==> src/rtl/newspaper_pkg.sv <==
// Shared encodings for the newspaper vending block: FSM states, coin codes
// and the coin-to-credit conversion.
package newspaper_pkg;

    localparam logic [1:0] S_IDLE   = 2'd0;
    localparam logic [1:0] S_VEND   = 2'd1;
    localparam logic [1:0] S_CHANGE = 2'd2;

    localparam logic [1:0] COIN_NONE = 2'b00;
    localparam logic [1:0] COIN_5    = 2'b01;
    localparam logic [1:0] COIN_10   = 2'b10;
    localparam logic [1:0] COIN_BAD  = 2'b11;

    // Value of a coin code in 5c units; bad/no coin is worth nothing.
    function automatic logic [1:0] coin_units(input logic [1:0] code);
        case (code)
            COIN_5:  coin_units = 2'd1;
            COIN_10: coin_units = 2'd2;
            default: coin_units = 2'd0;
        endcase
    endfunction

endpackage

==> src/rtl/newspaper_stock_cnt.sv <==
// Paper stock counter: reload on refill, decrement on completed vend,
// sold_out flag straight from the register.
module newspaper_stock_cnt #(
    parameter int STOCK_W    = 4,
    parameter int INIT_STOCK = 8
) (
    input  logic               clk,
    input  logic               rst,
    input  logic               refill_i,
    input  logic               dec_i,
    output logic [STOCK_W-1:0] stock_o,
    output logic               sold_out_o
);

    localparam logic [STOCK_W-1:0] INIT_C = STOCK_W'(INIT_STOCK);
    localparam logic [STOCK_W-1:0] ONE_C  = STOCK_W'(1);

    logic [STOCK_W-1:0] stock_q, stock_d;

    // Refill beats a same-cycle vend; the empty check keeps the count from wrapping.
    always_comb begin
        stock_d = stock_q;
        if (refill_i)
            stock_d = INIT_C;
        else if (dec_i && stock_q != '0)
            stock_d = stock_q - ONE_C;
    end

    always_ff @(posedge clk) begin
        if (!rst)
            stock_q <= INIT_C;
        else
            stock_q <= stock_d;
    end

    assign stock_o    = stock_q;
    assign sold_out_o = (stock_q == '0);

endmodule

==> src/rtl/newspaper_vend_fsm.sv <==
// Newspaper vending controller: credits 5c/10c coins, requests a paper at
// PRICE, pays change / refunds in 5c pulses and rejects coins it cannot take.
module newspaper_vend_fsm
    import newspaper_pkg::*;
#(
    parameter int PRICE      = 3,
    parameter int CREDIT_W   = 4,
    parameter int STOCK_W    = 4,
    parameter int INIT_STOCK = 8
) (
    input  logic                clk,
    input  logic                rst,
    input  logic [1:0]          coinin,
    input  logic                outpaper,
    input  logic                cancel,
    input  logic                refill,
    output logic                newspaper,
    output logic                change_out,
    output logic                coin_reject,
    output logic                sold_out,
    output logic [CREDIT_W-1:0] credit,
    output logic [1:0]          dbg_state_o,
    output logic [STOCK_W-1:0]  dbg_stock_o
);

    localparam logic [CREDIT_W-1:0] PRICE_C = CREDIT_W'(PRICE);
    localparam logic [CREDIT_W-1:0] ONE_C   = CREDIT_W'(1);

    logic [1:0]          state_q, state_d;
    logic [CREDIT_W-1:0] credit_q, credit_d;
    logic                reject_q, reject_d;
    logic                vend_done;
    logic                coin_present;
    logic [CREDIT_W-1:0] coin_val;
    logic [CREDIT_W-1:0] credit_after_vend;

    assign coin_present      = (coinin != COIN_NONE);
    assign coin_val          = CREDIT_W'(coin_units(coinin));
    assign credit_after_vend = credit_q - PRICE_C;

    // Coins are credited only in IDLE below PRICE, so credit tops out at PRICE+1.
    always_comb begin
        state_d   = state_q;
        credit_d  = credit_q;
        reject_d  = 1'b0;
        vend_done = 1'b0;
        case (state_q)
            S_IDLE: begin
                if (cancel && credit_q != '0) begin
                    state_d  = S_CHANGE;
                    reject_d = coin_present;
                end else if (credit_q >= PRICE_C) begin
                    reject_d = coin_present;
                    if (!sold_out)
                        state_d = S_VEND;
                end else if (coinin == COIN_BAD || sold_out) begin
                    reject_d = coin_present;
                end else begin
                    credit_d = credit_q + coin_val;
                end
            end
            S_VEND: begin
                reject_d = coin_present;
                if (outpaper) begin
                    vend_done = 1'b1;
                    credit_d  = credit_after_vend;
                    state_d   = (credit_after_vend != '0) ? S_CHANGE : S_IDLE;
                end else if (cancel) begin
                    state_d = S_CHANGE;
                end
            end
            S_CHANGE: begin
                reject_d = coin_present;
                credit_d = credit_q - ONE_C;
                if (credit_q <= ONE_C) begin
                    credit_d = '0;
                    state_d  = S_IDLE;
                end
            end
            default: begin
                state_d  = S_IDLE;
                credit_d = '0;
            end
        endcase
    end

    always_ff @(posedge clk) begin
        if (!rst) begin
            state_q  <= S_IDLE;
            credit_q <= '0;
            reject_q <= 1'b0;
        end else begin
            state_q  <= state_d;
            credit_q <= credit_d;
            reject_q <= reject_d;
        end
    end

    newspaper_stock_cnt #(
        .STOCK_W   (STOCK_W),
        .INIT_STOCK(INIT_STOCK)
    ) u_stock (
        .clk       (clk),
        .rst       (rst),
        .refill_i  (refill),
        .dec_i     (vend_done),
        .stock_o   (dbg_stock_o),
        .sold_out_o(sold_out)
    );

    assign newspaper   = (state_q == S_VEND);
    assign change_out  = (state_q == S_CHANGE);
    assign coin_reject = reject_q;
    assign credit      = credit_q;
    assign dbg_state_o = state_q;

endmodule
==> config.mk <==
export PLATFORM = sky130hd
export DESIGN_NAME = newspaper_vend_fsm
export DESIGN_NICKNAME = d
export VERILOG_FILES = /design/src/rtl/newspaper_pkg.sv /design/src/rtl/newspaper_stock_cnt.sv /design/src/rtl/newspaper_vend_fsm.sv
export SDC_FILE = /design/constraint.sdc
export NUM_CORES = 1
export LEC_CHECK = 0
export ABC_CLOCK_PERIOD_IN_PS = 4760
export CORE_ASPECT_RATIO = 0.9
export CORE_MARGIN = 5
export CORE_UTILIZATION = 55
export CTS_CLUSTER_DIAMETER = 50
export CTS_CLUSTER_SIZE = 25
export DETAILED_ROUTE_END_ITERATION = 7
export DONT_BUFFER_PORTS = 1
export GPL_ROUTABILITY_DRIVEN = 0
export PLACE_DENSITY_LB_ADDON = 0.15
export SYNTH_ARGS = -nofsm -noshare
export SYNTH_HDL_FRONTEND = slang
export SYNTH_HIERARCHICAL = 1
export SYNTH_SLANG_ARGS = --single-unit
==> constraint.sdc <==
create_clock -name clk -period 4.76 [get_ports clk]
set_clock_uncertainty 0.1 [all_clocks]
set_input_delay 0.476 -clock clk [delete_from_list [all_inputs] [get_ports clk]]
set_output_delay 0.476 -clock clk [all_outputs]
set_load 0.02 [all_outputs]
==> impl_metrics.tcl <==
set metrics [dict create \
    outcome "finished clean" \
    numCtsBuffers 3 \
    powerDensity_nw_per_um2 663.4 \
    area_growth_pct 2.258 \
    holdWs_ns 0.2213 \
    dp_cells 131 \
    fp.dieArea_um2 2642 \
    die_h_um 49.27 \
    max_freq_mhz 431.5 \
    grt-ovfl-total 0 \
    grt_max_degree 12 \
    peakVddDrop_mv 0.3873 \
    viasPerCell 6.030 \
    synth_compound_area_share_pct 20.72 \
    yosys_warnings 6 \
    synth_edf_count 0 \
    antenna_found_initial 0 \
    cp-startpoint "dbg_state_o[0]" \
    synthesis.area_um2 942.2 \
    crit_arrival_ns 2.37 \
    reg2reg_depth 4 \
    cap_violations 0 \
    fin_nets 132 \
    routedWlPerCell_um 15.51 \
    rsz0062_at_grt "no" \
    drive_gt1_share_pct 9.910 \
    drcViolationCount 0 \
    antennaDiodeCount 0 \
    synthMuxAreaShare_pct 1.062 \
    cpMaxStageDelayCell "dfxtp_1" \
    synthXorXnorAreaFrac_pct 2.789 \
    synth_top_family_by_area "simple AND/OR/NAND/NOR gates" \
    final_max_slew_viol_count 0 \
    ys_seq_elements 11 \
    rows 14 \
    coreArea_um2 1647 \
    grt_first_pass_wirelength_mm 3.360 \
    path_clk_slew_ns 0.07 \
    synth_nets 131 \
    finalCritPeriodShare_pct 48.69 \
    clk_latency_ns 0.27 \
    grt_util_all_layers_pct 17.37 \
    hold_viol 0 \
    drtIter0Drc 26 \
    multi_input_area_um2 645.6 \
    cts-htree-levels 1 \
    ys.flop_type "dfxtp_1" \
    avgSynthCellArea_um2 8.488 \
    initial_core_util_pct 57.22 \
    final_common_cell "ha_1" \
    ant_nets 0 \
    yosysSeqAreaShare_pct 23.37 \
    die_w_um 53.63 \
    drtPass1Iterations 4 \
    hp-class "input port to flip-flop" \
    fin_tns_setup_ns 0 \
    worstSetupEndpointType "flip-flop" \
    io_pins 21 \
    ys_async_sr_fraction_pct 0 \
    clk_path_buf_depth 2 \
    required_ns 4.81 \
    r2r-end "u_stock/stock_o[3]" \
    post-synth-top-area-cell "dfxtp_1" \
    ff_latch_area_um2 220.2 \
    io_buffers 0 \
    netlist-cell-type-count 38 \
    dr_total_vias 814 \
    ff2ff_setup_slack_ns 2.44 \
    finalWirelength_mm 2.094 \
    setup.worst_path.end "u_stock/stock_o[3]" \
    path_class "flip-flop to flip-flop" \
    grt_pass1_vias 706 \
    cellLeakagePower_uw 0.0003953 \
    fillers 170 \
    critical_path.max_stage_delay_ns 0.50 \
    clock-sinks 11 \
    cp_cell_sequence "ha_1 > and2_1 > or4b_1 > a211o_1" \
    synth_cells 111 \
    fin_cells 135 \
    worst-path-stages 4 \
    tightest_slew_ns 0.6724 \
    yosysTopAreaCellShare_pct 23.37 \
    reg2reg_from "dbg_state_o[0]" \
    critPathMaxFanout 8 \
    final_cell_mix "ha_1, inv_1, dfxtp_1" \
    synth_area_leaders "dfxtp_1, ha_1, inv_1, a21oi_1, nand3_1" \
    critPathBufInv 0 \
    crit_family "simple AND/OR/NAND/NOR gates" \
    maxSlewHeadroom_pct 55.11 \
    synthAdderAreaFrac_pct 18.06 \
    cts_tree "done" \
    postCtsSetupBuffers 0 \
    dpl.hpwl_mm 1.596 \
    cts-resized-gates 0 \
    root_buffer "clkbuf_4" \
    startpoint_type "flip-flop" \
    ctsHoldBuffers 0 \
    period_minus_slack_ns 2.318 \
    setup_violations 0 \
    yosys.area_share.simple_pct 25.90 \
]
## metrics by stage
| step | utilization (%) | setup slack [ns] | area (µm²) | power [µW] |
|---|---|---|---|---|
| 5_1_grt | 58.51 | 2.308 | 963.4 | 697.3 |
| 3_3_place_gp | 56.91 | 2.518 | 937.1 | 565.0 |
| 6_report | 58.51 | 2.442 | 963.4 | 639.1 |
| 4_1_cts | 58.51 | 2.442 | 963.4 | 638.4 |
| 3_5_place_dp | 56.91 | 2.461 | 937.1 | 571.5 |
| 2_1_floorplan | - | 2.631 | 942.2 | 523.7 |
## routing by layer
| layer | GRT usage (%) | up-vias | routed length [µm] |
|---|---|---|---|
| met2 | 22.04 | 46 | 860 |
| li1 | - | 398 | - |
| met1 | 25.14 | 368 | 926 |
| met3 | 9.480 | 2 | 293 |
| met5 | 0 | - | 0 |
| met4 | 3.830 | 0 | 14 |
## flip-flops by register name (all words and copies together) (netlist names)
name	flops
coin_reject	1
credit	4
dbg_state_o	2
u_stock/stock_o	4
## where the power goes
part	total (µW)	leakage [µW]	internal, µW	switching (µW)
combinational	352	0.000290	160	192
clock	64.3	0.0000150	32.4	31.8
sequential	223	0.0000899	121	102
## worst register-to-register path, stage by stage, from the launching register on
cell     delay [ns]
dfxtp_1        0.50
ha_1           0.50
and2_1         0.31
or4b_1         0.48
a211o_1        0.31
## layout make-up
| cell class | count | share of cell area [%] |
|---|---|---|
| multi-input combinational | 85 | 67.01 |
| sequential | 11 | 22.86 |
| inverter | 11 | 4.286 |
| tap | 24 | 3.117 |
| clock buffer | 4 | 2.727 |
## worst min path at each step
| stage | start | endpoint | cells after the start |
|---|---|---|---|
| floorplan | u_stock/stock_o[2] | u_stock/stock_o[2] | 2 |
| global placement | u_stock/stock_o[2] | u_stock/stock_o[2] | 2 |
| detailed placement | u_stock/stock_o[2] | u_stock/stock_o[2] | 2 |
| CTS | rst | dbg_state_o[0] | 1 |
| global route | rst | dbg_state_o[0] | 1 |
| finish | rst | dbg_state_o[0] | 1 |
## logic make-up after synthesis
| kind of cell | Yosys count |
|---|---|
| flip-flops | 11 |
| buffers and inverters | 15 |
| multiplexers | 1 |
| adder cells (fa/ha/maj) | 13 |
| AO/OA/AOI/OAI | 28 |
| XOR/XNOR | 3 |
| AND/OR/NAND/NOR | 40 |
## cells in the mapped netlist, drive strengths merged, types with 3 or more instances
library cell,n
nor3,5
ha,12
dfxtp,11
buf,3
nand2,8
a31oi,4
nor2b,3
a21oi,7
o31ai,4
nor2,6
inv,11
o21ai,4
nand3,6
nand2b,4
No activity file was read; power rests on OpenSTA's default activity.
==> edit: new RTL, same settings <==
`STOCK_W` is set to 4 in 2 places; all go to 6.
--- a/src/rtl/newspaper_stock_cnt.sv
+++ b/src/rtl/newspaper_stock_cnt.sv
@@ -1,7 +1,7 @@
 // Paper stock counter: reload on refill, decrement on completed vend,
 // sold_out flag straight from the register.
 module newspaper_stock_cnt #(
-    parameter int STOCK_W    = 4,
+    parameter int STOCK_W    = 6,
     parameter int INIT_STOCK = 8
 ) (
     input  logic               clk,
--- a/src/rtl/newspaper_vend_fsm.sv
+++ b/src/rtl/newspaper_vend_fsm.sv
@@ -5,7 +5,7 @@
 #(
     parameter int PRICE      = 3,
     parameter int CREDIT_W   = 4,
-    parameter int STOCK_W    = 4,
+    parameter int STOCK_W    = 6,
     parameter int INIT_STOCK = 8
 ) (
     input  logic                clk,
Interface: changed (resized dbg_stock_o); port bits go from 21 to 23. The function was not compared with the original's and may differ.
==> edit against the unedited design <==
- sequential share of layout area increased by 1.1 points
- setup slack got worse by 0.071 ns
- power increased by 4.2%
- area after synthesis increased by 13%
- final area increased by 13%
- sequential power increased by 7%
- count of clock-buffer cells in the layout unchanged
- global-route usage increased by 0.23 points
- fmax decreased by 3.0%
- routed wire length increased by 13%
- sequential cell count increased by 2
- critical endpoint is now u_stock/stock_o[5]
==> edit: results <==
{
  "status": "complete, no violations",
  "netlist_top_cells_count": "dfxtp_1, ha_1, inv_1",
  "worst_pin_slew_ns": 0.656,
  "synthCells": 126,
  "wl_met2_um": 995,
  "ys_types": 41,
  "pre_cts_ws_ns": 2.40,
  "dp_hpwl_um": 1880,
  "ff2ff_path_depth": 5,
  "r2r-end": "u_stock/stock_o[5]",
  "synth.area.mux_share_pct": 2.00,
  "grt_pass1_vias": 832,
  "top_layer_used": "met4",
  "num_vias": 903,
  "swShare_pct": 50.2,
  "fin_ws_ns": 2.37,
  "peakVddDrop_mv": 0.348,
  "synthAdderAreaFrac_pct": 17.2,
  "ys_warn_count": 6,
  "fillers": 189,
  "met3WireLength_um": 197,
  "finalWirelength_um": 2370,
  "r2r-start": "dbg_state_o[0]",
  "wl_met1_um": 1170,
  "cellLeakagePower_uw": 0.000429,
  "drive_gt1_share_pct": 7.94,
  "arrival_ns": 2.50,
  "synth-xor-area-share_pct": 2.47,
  "synth_compound_area_share_pct": 21.3,
  "use_met1_pct": 25.2,
  "groute.usage.overall_pct": 17.6,
  "wl_per_cell_um": 15.7,
  "grt_pass1_wl_um": 4020,
  "synthTopCellsByArea": "dfxtp_1, ha_1, a21oi_1",
  "clk_path_buf_depth": 2,
  "drtPass1Iterations": 4,
  "finalNetCount": 148,
  "ys_seq_area_share_pct": 24.4,
  "drt-initial-drc-count": 30,
  "post_dp_cell_area_mm2": 0.00106,
  "grt_util_met2_pct": 25.3,
  "holdWs_ns": 0.213,
  "grtUsageMet3_pct": 6.20
}
[edit: layout make-up]
cell class	instances	area (um2)	area share (%)
multi-input combinational	99	732	67.3
tap	25	31.3	2.88
clock buffer	4	26.3	2.42
inverter	10	37.5	3.45
sequential	13	260	23.9
[edit: worst max-delay path, stage by stage, from the launching register on]
cell	delay [ns]
dfxtp_1	0.50
ha_1	0.51
and2_1	0.27
or3b_1	0.37
or4_1	0.40
a21oi_1	0.16
[edit: power by group through the flow]
stage	Combinational (uW)	Sequential (uW)	Clock [uW]
finish	358	238	69.3
global route	403	244	76.9
CTS	357	238	71.7
detailed placement	356	240	0
global placement	351	240	0
floorplan	342	204	0
[edit: worst min-delay path by stage]
stage	end	cells past startpoint	startpoint
2_1_floorplan	u_stock/stock_o[5]	2	u_stock/stock_o[5]
3_3_place_gp	credit[2]	1	rst
3_5_place_dp	credit[2]	1	rst
4_1_cts	dbg_state_o[0]	1	rst
5_1_grt	dbg_state_o[0]	1	rst
6_report	dbg_state_o[0]	1	rst
